==> src/rtl/mux8_sel_arbiter_if.sv <==
// Request/grant bundle between eight requesters and the shared-mux arbiter.
// The master side drives requests and done; the slave (arbiter) returns the grant.
interface mux8_sel_arbiter_if;
    logic [7:0] req;
    logic       done;
    logic [7:0] grant;
    logic [2:0] selection;
    logic       valid;

    modport master (
        output req,
        output done,
        input  grant,
        input  selection,
        input  valid
    );

    modport slave (
        input  req,
        input  done,
        output grant,
        output selection,
        output valid
    );
endinterface

==> src/rtl/mux8_sel_arbiter.sv <==
// Round-robin arbiter steering a shared 8:1 mux; bounds how long one owner
// may keep the mux while others wait.
module mux8_sel_arbiter #(
    parameter int HOLD_MAX = 16
) (
    input  logic               clk,
    input  logic               reset,
    mux8_sel_arbiter_if.slave  bus
);
    localparam int CNT_W = $clog2(HOLD_MAX);
    localparam logic [CNT_W-1:0] HOLD_LAST = CNT_W'(HOLD_MAX - 1);

    typedef enum logic {
        IDLE,
        GRANTED
    } state_t;

    state_t           state;
    logic [2:0]       ptr;
    logic [CNT_W-1:0] hold_cnt;
    logic [7:0]       grant_q;
    logic [2:0]       sel_q;
    logic             valid_q;

    logic [7:0]       others;
    logic [7:0]       eligible;
    logic             release_now;
    logic [2:0]       next_ptr;
    logic [3:0]       idle_pick;
    logic [3:0]       rel_pick;

    // Returns {found, index} of the first set bit scanning p, p+1, ... mod 8.
    // Scanning from the far end keeps the lowest offset as the final winner.
    function automatic logic [3:0] pick(input logic [7:0] r, input logic [2:0] p);
        logic [3:0] res;
        logic [2:0] idx;
        res = 4'd0;
        for (int i = 7; i >= 0; i--) begin
            idx = p + 3'(i);
            if (r[idx]) begin
                res = {1'b1, idx};
            end
        end
        return res;
    endfunction

    // While granted, sel_q names the owner; a done release re-offers the owner
    // itself, but pick from owner+1 makes it the last choice.
    always_comb begin
        others      = bus.req & ~grant_q;
        release_now = bus.done | ~bus.req[sel_q] |
                      ((hold_cnt == HOLD_LAST) && (|others));
        eligible    = bus.done ? bus.req : others;
        next_ptr    = sel_q + 3'd1;
        idle_pick   = pick(bus.req, ptr);
        rel_pick    = pick(eligible, next_ptr);
    end

    always_ff @(posedge clk or posedge reset) begin
        if (reset) begin
            state    <= IDLE;
            ptr      <= 3'd0;
            hold_cnt <= '0;
            grant_q  <= 8'h00;
            sel_q    <= 3'd0;
            valid_q  <= 1'b0;
        end else begin
            case (state)
                IDLE: begin
                    if (idle_pick[3]) begin
                        grant_q  <= 8'd1 << idle_pick[2:0];
                        sel_q    <= idle_pick[2:0];
                        valid_q  <= 1'b1;
                        hold_cnt <= '0;
                        state    <= GRANTED;
                    end
                end
                GRANTED: begin
                    if (release_now) begin
                        ptr      <= next_ptr;
                        hold_cnt <= '0;
                        if (rel_pick[3]) begin
                            grant_q <= 8'd1 << rel_pick[2:0];
                            sel_q   <= rel_pick[2:0];
                        end else begin
                            // selection stays put so the mux output is stable
                            grant_q <= 8'h00;
                            valid_q <= 1'b0;
                            state   <= IDLE;
                        end
                    end else if (hold_cnt != HOLD_LAST) begin
                        hold_cnt <= hold_cnt + 1'b1;
                    end
                end
                default: begin
                    state <= IDLE;
                end
            endcase
        end
    end

    assign bus.grant     = grant_q;
    assign bus.selection = sel_q;
    assign bus.valid     = valid_q;
endmodule

==> src/flat_wrapper.sv <==
// flat-port wrapper written by rule: the top's interface ports become plain ports
module mux8_sel_arbiter_flat 
#(
    parameter int HOLD_MAX = 16
)
  (clk, reset, bus_req, bus_done, bus_grant, bus_selection, bus_valid);
  mux8_sel_arbiter_if bus_i ();
  input  logic clk;
  input  logic reset;
  input wire logic [$bits(bus_i.req)-1:0] bus_req;
  input wire logic [$bits(bus_i.done)-1:0] bus_done;
  output wire logic [$bits(bus_i.grant)-1:0] bus_grant;
  output wire logic [$bits(bus_i.selection)-1:0] bus_selection;
  output wire logic [$bits(bus_i.valid)-1:0] bus_valid;
  assign bus_i.req = bus_req;
  assign bus_i.done = bus_done;
  assign bus_grant = bus_i.grant;
  assign bus_selection = bus_i.selection;
  assign bus_valid = bus_i.valid;
  mux8_sel_arbiter #(.HOLD_MAX(HOLD_MAX)) u_core (.clk(clk), .reset(reset), .bus(bus_i));
endmodule
==> config.mk <==
export PLATFORM = sky130hd
export DESIGN_NAME = mux8_sel_arbiter_flat
export DESIGN_NICKNAME = d
export VERILOG_FILES = /design/src/rtl/mux8_sel_arbiter_if.sv /design/src/rtl/mux8_sel_arbiter.sv /design/src/flat_wrapper.sv
export SDC_FILE = /design/constraint.sdc
export NUM_CORES = 1
export LEC_CHECK = 0
export ABC_CLOCK_PERIOD_IN_PS = 6490
export BUFFER_PORTS_ARGS = -buffer_cell sky130_fd_sc_hd__buf_2
export CORE_MARGIN = 2
export CORE_UTILIZATION = 35
export DETAILED_ROUTE_END_ITERATION = 10
export HOLD_SLACK_MARGIN = 0.05
export SLEW_MARGIN = 20
export SYNTH_ARGS = -nofsm -noshare
export SYNTH_HDL_FRONTEND = slang
export SYNTH_SLANG_ARGS = --single-unit
==> constraint.sdc <==
create_clock -name clk -period 6.49 [get_ports clk]
set_input_delay 0.9735 -clock clk [delete_from_list [all_inputs] [get_ports clk]]
set_output_delay 0.9735 -clock clk [all_outputs]
set_load 0.02 [all_outputs]
==> key figures, run 1 <==
Global routing
  – Largest net degree at the start of global routing: 28
  – Via count of the first global-routing pass: 2523
  – GR Util met2: 29.9%
  – Global Route met1 Usage: 25.5%
  – Global route hottest layer: met2
  – Met3 GRT Util: 1.49%
  – Total track usage: 18.0%
  – Total grt overflow: 0
  – Initial antenna violation count: 0
  – First-pass GRT wire length: 13.1 mm

Finish
  – Most common cell after layout, fill and taps aside: nand2_1
  – Fillers: 846
  – # nets final: 362
  – Ant diodes: 0
  – Area occupied by multi-input gates: 2290 um2
  – Sequential cell area: 500 um2
  – Area growth from synthesis to final layout: 7.06%
  – Most frequent cells in the layout: nand2_1 (33), inv_1 (23), buf_2 (22)
  – Layout cells sized above 1: 25.8%

Clock tree
  – Total clock buffers created by CTS: 3
  – Worst skew pair latency: 0.26 ns
  – # clock sinks: 20
  – Post-CTS setup buffers: 0
  – Htree depth: 1
  – Clock-pin slew on the worst setup and hold paths: 0.07 ns
  – Hold buffers post-CTS: 0
  – Post-CTS Resized: 0
  – Max clock buf depth: 2
  – CTS tree: built
  – Clk Tree Root Cell: clkbuf_8

Route
  – First-pass detailed-route iteration total: 5
  – Wire length per cell: 17.7 um
  – Iteration-0 DRC count of the detailed router: 183
  – DRT antenna net count: 0
  – Via-per-instance ratio: 6.14
  – Routed via count: 2765
  – Routed WL: 7.98 mm
  – Post-route DRC: 0

Timing
  – Worst clock skew: 0.00257 ns
  – Hold Violations, Final: 0
  – Setup-failing EPs final: 0
  – Hold WS: 0.514 ns
  – RSZ-0062 raised after global routing: no
  – Fmax: 0.270 GHz
  – Setup TNS: 0 ns
  – Tcrit/Tclk final: 57.0%
  – Max Slew Vio Count: 0
  – Relative slew slack: 47.4%
  – Worst slew pin tran: 0.788 ns
  – Tmin final: 3.70 ns
  – Worst Setup Slack, final: 2.79 ns

Yosys
  – Register area share after synthesis: 16.8%
  – Cells after synthesis: 333
  – Area contributors post-synth: dfrtp_1 (17%), mux4_2 (13%), nand2_1 (4.2%)
  – Synth Cell Area: 2980 um2
  – Mapped Nets: 349
  – Seq cells post-synth: 20
  – Synth top area share: 16.8%
  – Most used DFF post-synth: dfrtp_1
  – Syn_area_per_cell: 8.94 um2
  – Yosys top cell by area: dfrtp_1
  – Count of cell types in the netlist: 76
  – Yosys warns: 0
  – EDFF count, synth: 0
  – Asr flop ratio synth: 100%

Worst hold path
  – Min-delay worst type: reg2reg

Floorplanning
  – Initial Util: 36.2%
  – Die span in x: 96.2 um
  – I/O pin total: 23
  – Area of the core: 8220 um2
  – Vert. Die Dim: 96.2 um
  – Die area: 9260 um2
  – FP Rows: 33

Critical path
  – CP Class: reg2reg
  – Worst path arrival time: 3.86 ns
  – Critical Path RT: 6.65 ns
  – Endpoint class of the critical path: register
  – CP startpoint kind: register
  – Critical Path Fanout Max: 27

Place
  – GPL Wtd Cong: 0.888
  – Worst slack, placed: 2.81 ns
  – Dpl hpwl: 6.14 mm
  – Port bufs: 22

Status
  – Status: completed

Job
  – Max Cap Viol: 0
-- sequential cells by signal (all words and copies together), names as in the netlist --
register              cells
u_core.bus.selection      3
u_core.ptr                3
u_core.state              1
u_core.hold_cnt           4
u_core.bus.grant          8
u_core.bus.valid          1
-- stage by stage --
stage,util [%],instances,instance area [um2]
after global routing,38.8,450,3190
after CTS,38.8,450,3190
final,38.8,450,3190
after floorplan,-,333,2980
after global placement,38.1,446,3130
after detailed placement,38.1,446,3130
-- cell usage after synthesis, drive strengths merged (2+ instances only) --
library cell  instances
o21ai                15
a21o                  4
and2                  3
o31ai                 7
inv                  24
nand4                 3
a21oi                12
o2111ai               3
or2                   2
nand2b               17
a22oi                 8
o221a                 5
nor2                 16
o221ai                5
o22a                  5
and2b                 8
or3                   3
nor2b                 3
and3                  4
o22ai                11
mux2                  6
ha                    5
o211a                 3
a211oi                2
xor2                  6
a31oi                 3
nor3                  5
a311oi                4
a211o                 2
o311ai                4
nand2                37
mux2i                11
dfrtp                20
clkbuf                3
xnor2                 6
mux4                 17
o211ai                2
o21a                  2
buf                  12
nand3                10
o32ai                 2
-- final cells by class --
type	instances	area share [%]
clock buffers	4	1.73
inverters	24	2.83
multi-input cells	274	71.9
flip-flops and latches	20	15.7
well taps	105	4.12
repair buffers	23	3.69
-- layer usage --
metal  share of wire [%]  vias to the layer above
met2                  48                       92
met3                 4.1                        8
met4                0.88                        0
met1                  47                     1356
met5                   0                        -
li1                    -                     1309
-- worst max-delay path, cell delays in order (launching register included) --
cell	delay (ns)
dfrtp_1	0.37
buf_4	0.36
inv_1	0.14
ha_1	0.69
inv_1	0.41
mux4_2	0.54
o211a_1	0.15
a311oi_2	0.27
o211ai_1	0.16
a21bo_2	0.27
o311ai_1	0.24
-- cells by family (layout without fill, tap and decap cells) --
group	count (synthesis)	after routing	share of synthesized area (%)
flip-flops	20	20	16.8
multiplexers	34	34	18.8
buffers and inverters	39	51	6.18
AND/OR/NAND/NOR	118	118	21.9
AO/OA/AOI/OAI	105	105	29.1
XOR/XNOR	12	12	5.04
adder cells (fa/ha/maj)	5	5	2.10
-- worst paths after layout --
kind | start | depth (start not counted) | slack (ns) | endpoint
max in group asynchronous | reset | 2 | 5.15 | u_core.bus.grant[1]
worst min register to register | u_core.bus.selection[0] | 1 | 0.51 | u_core.bus.selection[0]
worst max register to register | u_core.bus.selection[0] | 10 | 2.79 | u_core.bus.grant[3]
worst max-delay path | u_core.bus.selection[0] | 10 | 2.79 | u_core.bus.grant[3]
min in group asynchronous | reset | 2 | 0.85 | u_core.bus.grant[2]
worst min-delay path | u_core.bus.selection[0] | 1 | 0.51 | u_core.bus.selection[0]
Power of run 1 is left out: the tool's default activity adds up to more than one toggle a clock period on the data nets, which glitch-free logic cannot reach.
==> run 2, diff against run 1 <==
--- a/config.mk
+++ b/config.mk
@@ -5,7 +5,7 @@
 export SDC_FILE = /design/constraint.sdc
 export NUM_CORES = 1
 export LEC_CHECK = 0
-export ABC_CLOCK_PERIOD_IN_PS = 6490
+export ABC_CLOCK_PERIOD_IN_PS = 3100
 export BUFFER_PORTS_ARGS = -buffer_cell sky130_fd_sc_hd__buf_2
 export CORE_MARGIN = 2
 export CORE_UTILIZATION = 35
==> constraint.sdc (replaced) <==
create_clock -name clk -period 3.1 [get_ports clk]
set_input_delay 0.465 -clock clk [delete_from_list [all_inputs] [get_ports clk]]
set_output_delay 0.465 -clock clk [all_outputs]
set_load 0.02 [all_outputs]
==> key figures, run 2 (synthesis results as in run 1) <==
Clock tree
  – Clock-pin slew on the worst setup and hold paths: 0.08 ns (about the same)
  – Worst skew pair latency: 0.26 ns (about the same)
  – CTS tree: built
  – Total clock buffers created by CTS: 3 (unchanged)
  – # clock sinks: 20 (unchanged)
  – Max clock buf depth: 2 (unchanged)
  – Htree depth: 1 (unchanged)
  – Clk Tree Root Cell: clkbuf_8

Worst hold path
  – Min-delay worst type: in2async

Timing
  – Hold Violations, Final: 0 (unchanged)
  – Max Slew Vio Count: 0 (unchanged)
  – Tmin final: 2.96 ns (-0.736 ns)
  – Setup TNS: 0 ns (unchanged)
  – RSZ-0062 raised after global routing: no
  – Worst slew pin tran: 0.778 ns (-0.0101 ns)
  – Tcrit/Tclk final: 95.6% (+39 points)
  – Fmax: 0.337 GHz (+25%)
  – Relative slew slack: 48.1% (+0.67 points)
  – Setup-failing EPs final: 0 (unchanged)
  – Worst clock skew: 0.00665 ns (+0.00408 ns)

Critical path
  – Worst path arrival time: 3.14 ns (-0.72 ns)
  – Endpoint class of the critical path: register
  – CP Class: reg2reg
  – CP startpoint kind: register
  – Critical Path Fanout Max: 28 (+3.7%)
  – Critical Path RT: 3.28 ns (-3.37 ns)

Route
  – Routed WL: 8.40 mm (+5.3%)
  – Met2 Wirelength: 4.06 mm (+6.5%)
  – WL met3: 567 um (+75%)
  – Via-per-instance ratio: 6.03 (-1.9%)
  – DRT antenna net count: 0 (unchanged)
  – Post-route DRC: 0 (unchanged)
  – Iteration-0 DRC count of the detailed router: 198 (+8.2%)
  – Met1 Wirelength: 3.69 mm (-2.3%)
  – First-pass detailed-route iteration total: 4 (-1)
  – Max layer used: met4
  – Routed via count: 2845 (+2.9%)
  – Wire length per cell: 17.8 um (+0.34%)

Global routing
  – Via count of the first global-routing pass: 2720 (+7.8%)
  – Initial antenna violation count: 0 (unchanged)
  – Total track usage: 18.3% (+0.30 points)
  – Total grt overflow: 0 (unchanged)
  – First-pass GRT wire length: 13.3 mm (+1.6%)
  – Largest net degree at the start of global routing: 29 (+3.6%)

Finish
  – Max reg flops: 8 (unchanged)
  – Most frequent cells in the layout: nand2_1 (33), inv_1 (23), buf_2 (22), buf_4 (22), dfrtp_1 (19)
  – Most common cell after layout, fill and taps aside: nand2_1
  – Ant diodes: 0 (unchanged)
  – Fillers: 820 (-3.1%)
  – # nets final: 384 (+6.1%)
  – Area growth from synthesis to final layout: 14.4%
  – Layout cells sized above 1: 31.9% (+6.1 points)

Floorplanning
  – FP Rows: 33 (unchanged)
  – I/O pin total: 23 (unchanged)
  – Die area: 9260 um2 (unchanged)
  – Area of the core: 8220 um2 (unchanged)
  – Initial Util: 36.2% (unchanged)
  – Die span in x: 96.2 um (unchanged)
  – Vert. Die Dim: 96.2 um (unchanged)

Job
  – Max Cap Viol: 0 (unchanged)

Place
  – Dpl hpwl: 6.54 mm (+6.5%)
  – Port bufs: 22 (unchanged)
  – GPL Wtd Cong: 0.943 (+6.1%)

Status
  – Status: completed
run 2: final timing paths:
kind | from | end | slack (ns) | cells past startpoint
max | u_core.bus.selection[0] | u_core.bus.grant[1] | 0.14 | 10
min | reset | u_core.bus.grant[2] | 0.33 | 2
max reg2reg | u_core.bus.selection[0] | u_core.bus.grant[1] | 0.14 | 10
min reg2reg | u_core.bus.valid | u_core.bus.valid | 0.51 | 2
max in group asynchronous | reset | u_core.bus.selection[0] | 2.24 | 2
min in group clk | u_core.bus.valid | u_core.bus.valid | 0.51 | 2
run 2: through the flow:
step	cell area (um2)	instances	util, %	hold WS, ns	setup slack (ns)
2_1_floorplan	2990	333	-	0.429	0.000929
3_3_place_gp	3300	466	40.1	0.485	0.139
3_5_place_dp	3300	466	40.1	0.492	0.0997
4_1_cts	3370	470	41.0	0.367	0.0844
5_1_grt	3410	472	41.4	0.413	0.0114
6_report	3410	472	41.4	0.333	0.136
run 2: routing by layer:
layer  vias up  track usage, %
li1       1354               -
met1      1391            24.9
met2        93            31.6
met3         7            1.80
met4         0            3.33
met5         -               0
run 2: layout make-up:
cell class / count / area (um2) / area share, %
Multi-Input combinational cell: 274 / 2320 / 68.0
Sequential cell: 20 / 502 / 14.7
Timing Repair Buffer: 45 / 295 / 8.67
Tap cell: 105 / 131 / 3.86
Inverter: 24 / 90.1 / 2.65
Clock buffer: 3 / 41.3 / 1.21
Clock inverter: 1 / 30.0 / 0.882
run 2: repair_timing:
action | CTS | global route
buffers inserted | 0 | 2
gates resized for setup | 0 | 5
endpoints found under the setup margin | 0 | 9
hold buffers | 0 | 0
run 2: critical path: stages, from the launching register on:
cell and delay (ns):
dfrtp_2 0.43, buf_12 0.18, ha_1 0.29, xnor2_2 0.23, buf_4 0.24, mux2i_1 0.29
a41oi_1 0.17, a211oi_1 0.25, or3b_4 0.42, and2_4 0.17, o31ai_2 0.20
Power of run 2 is left out for the same reason.
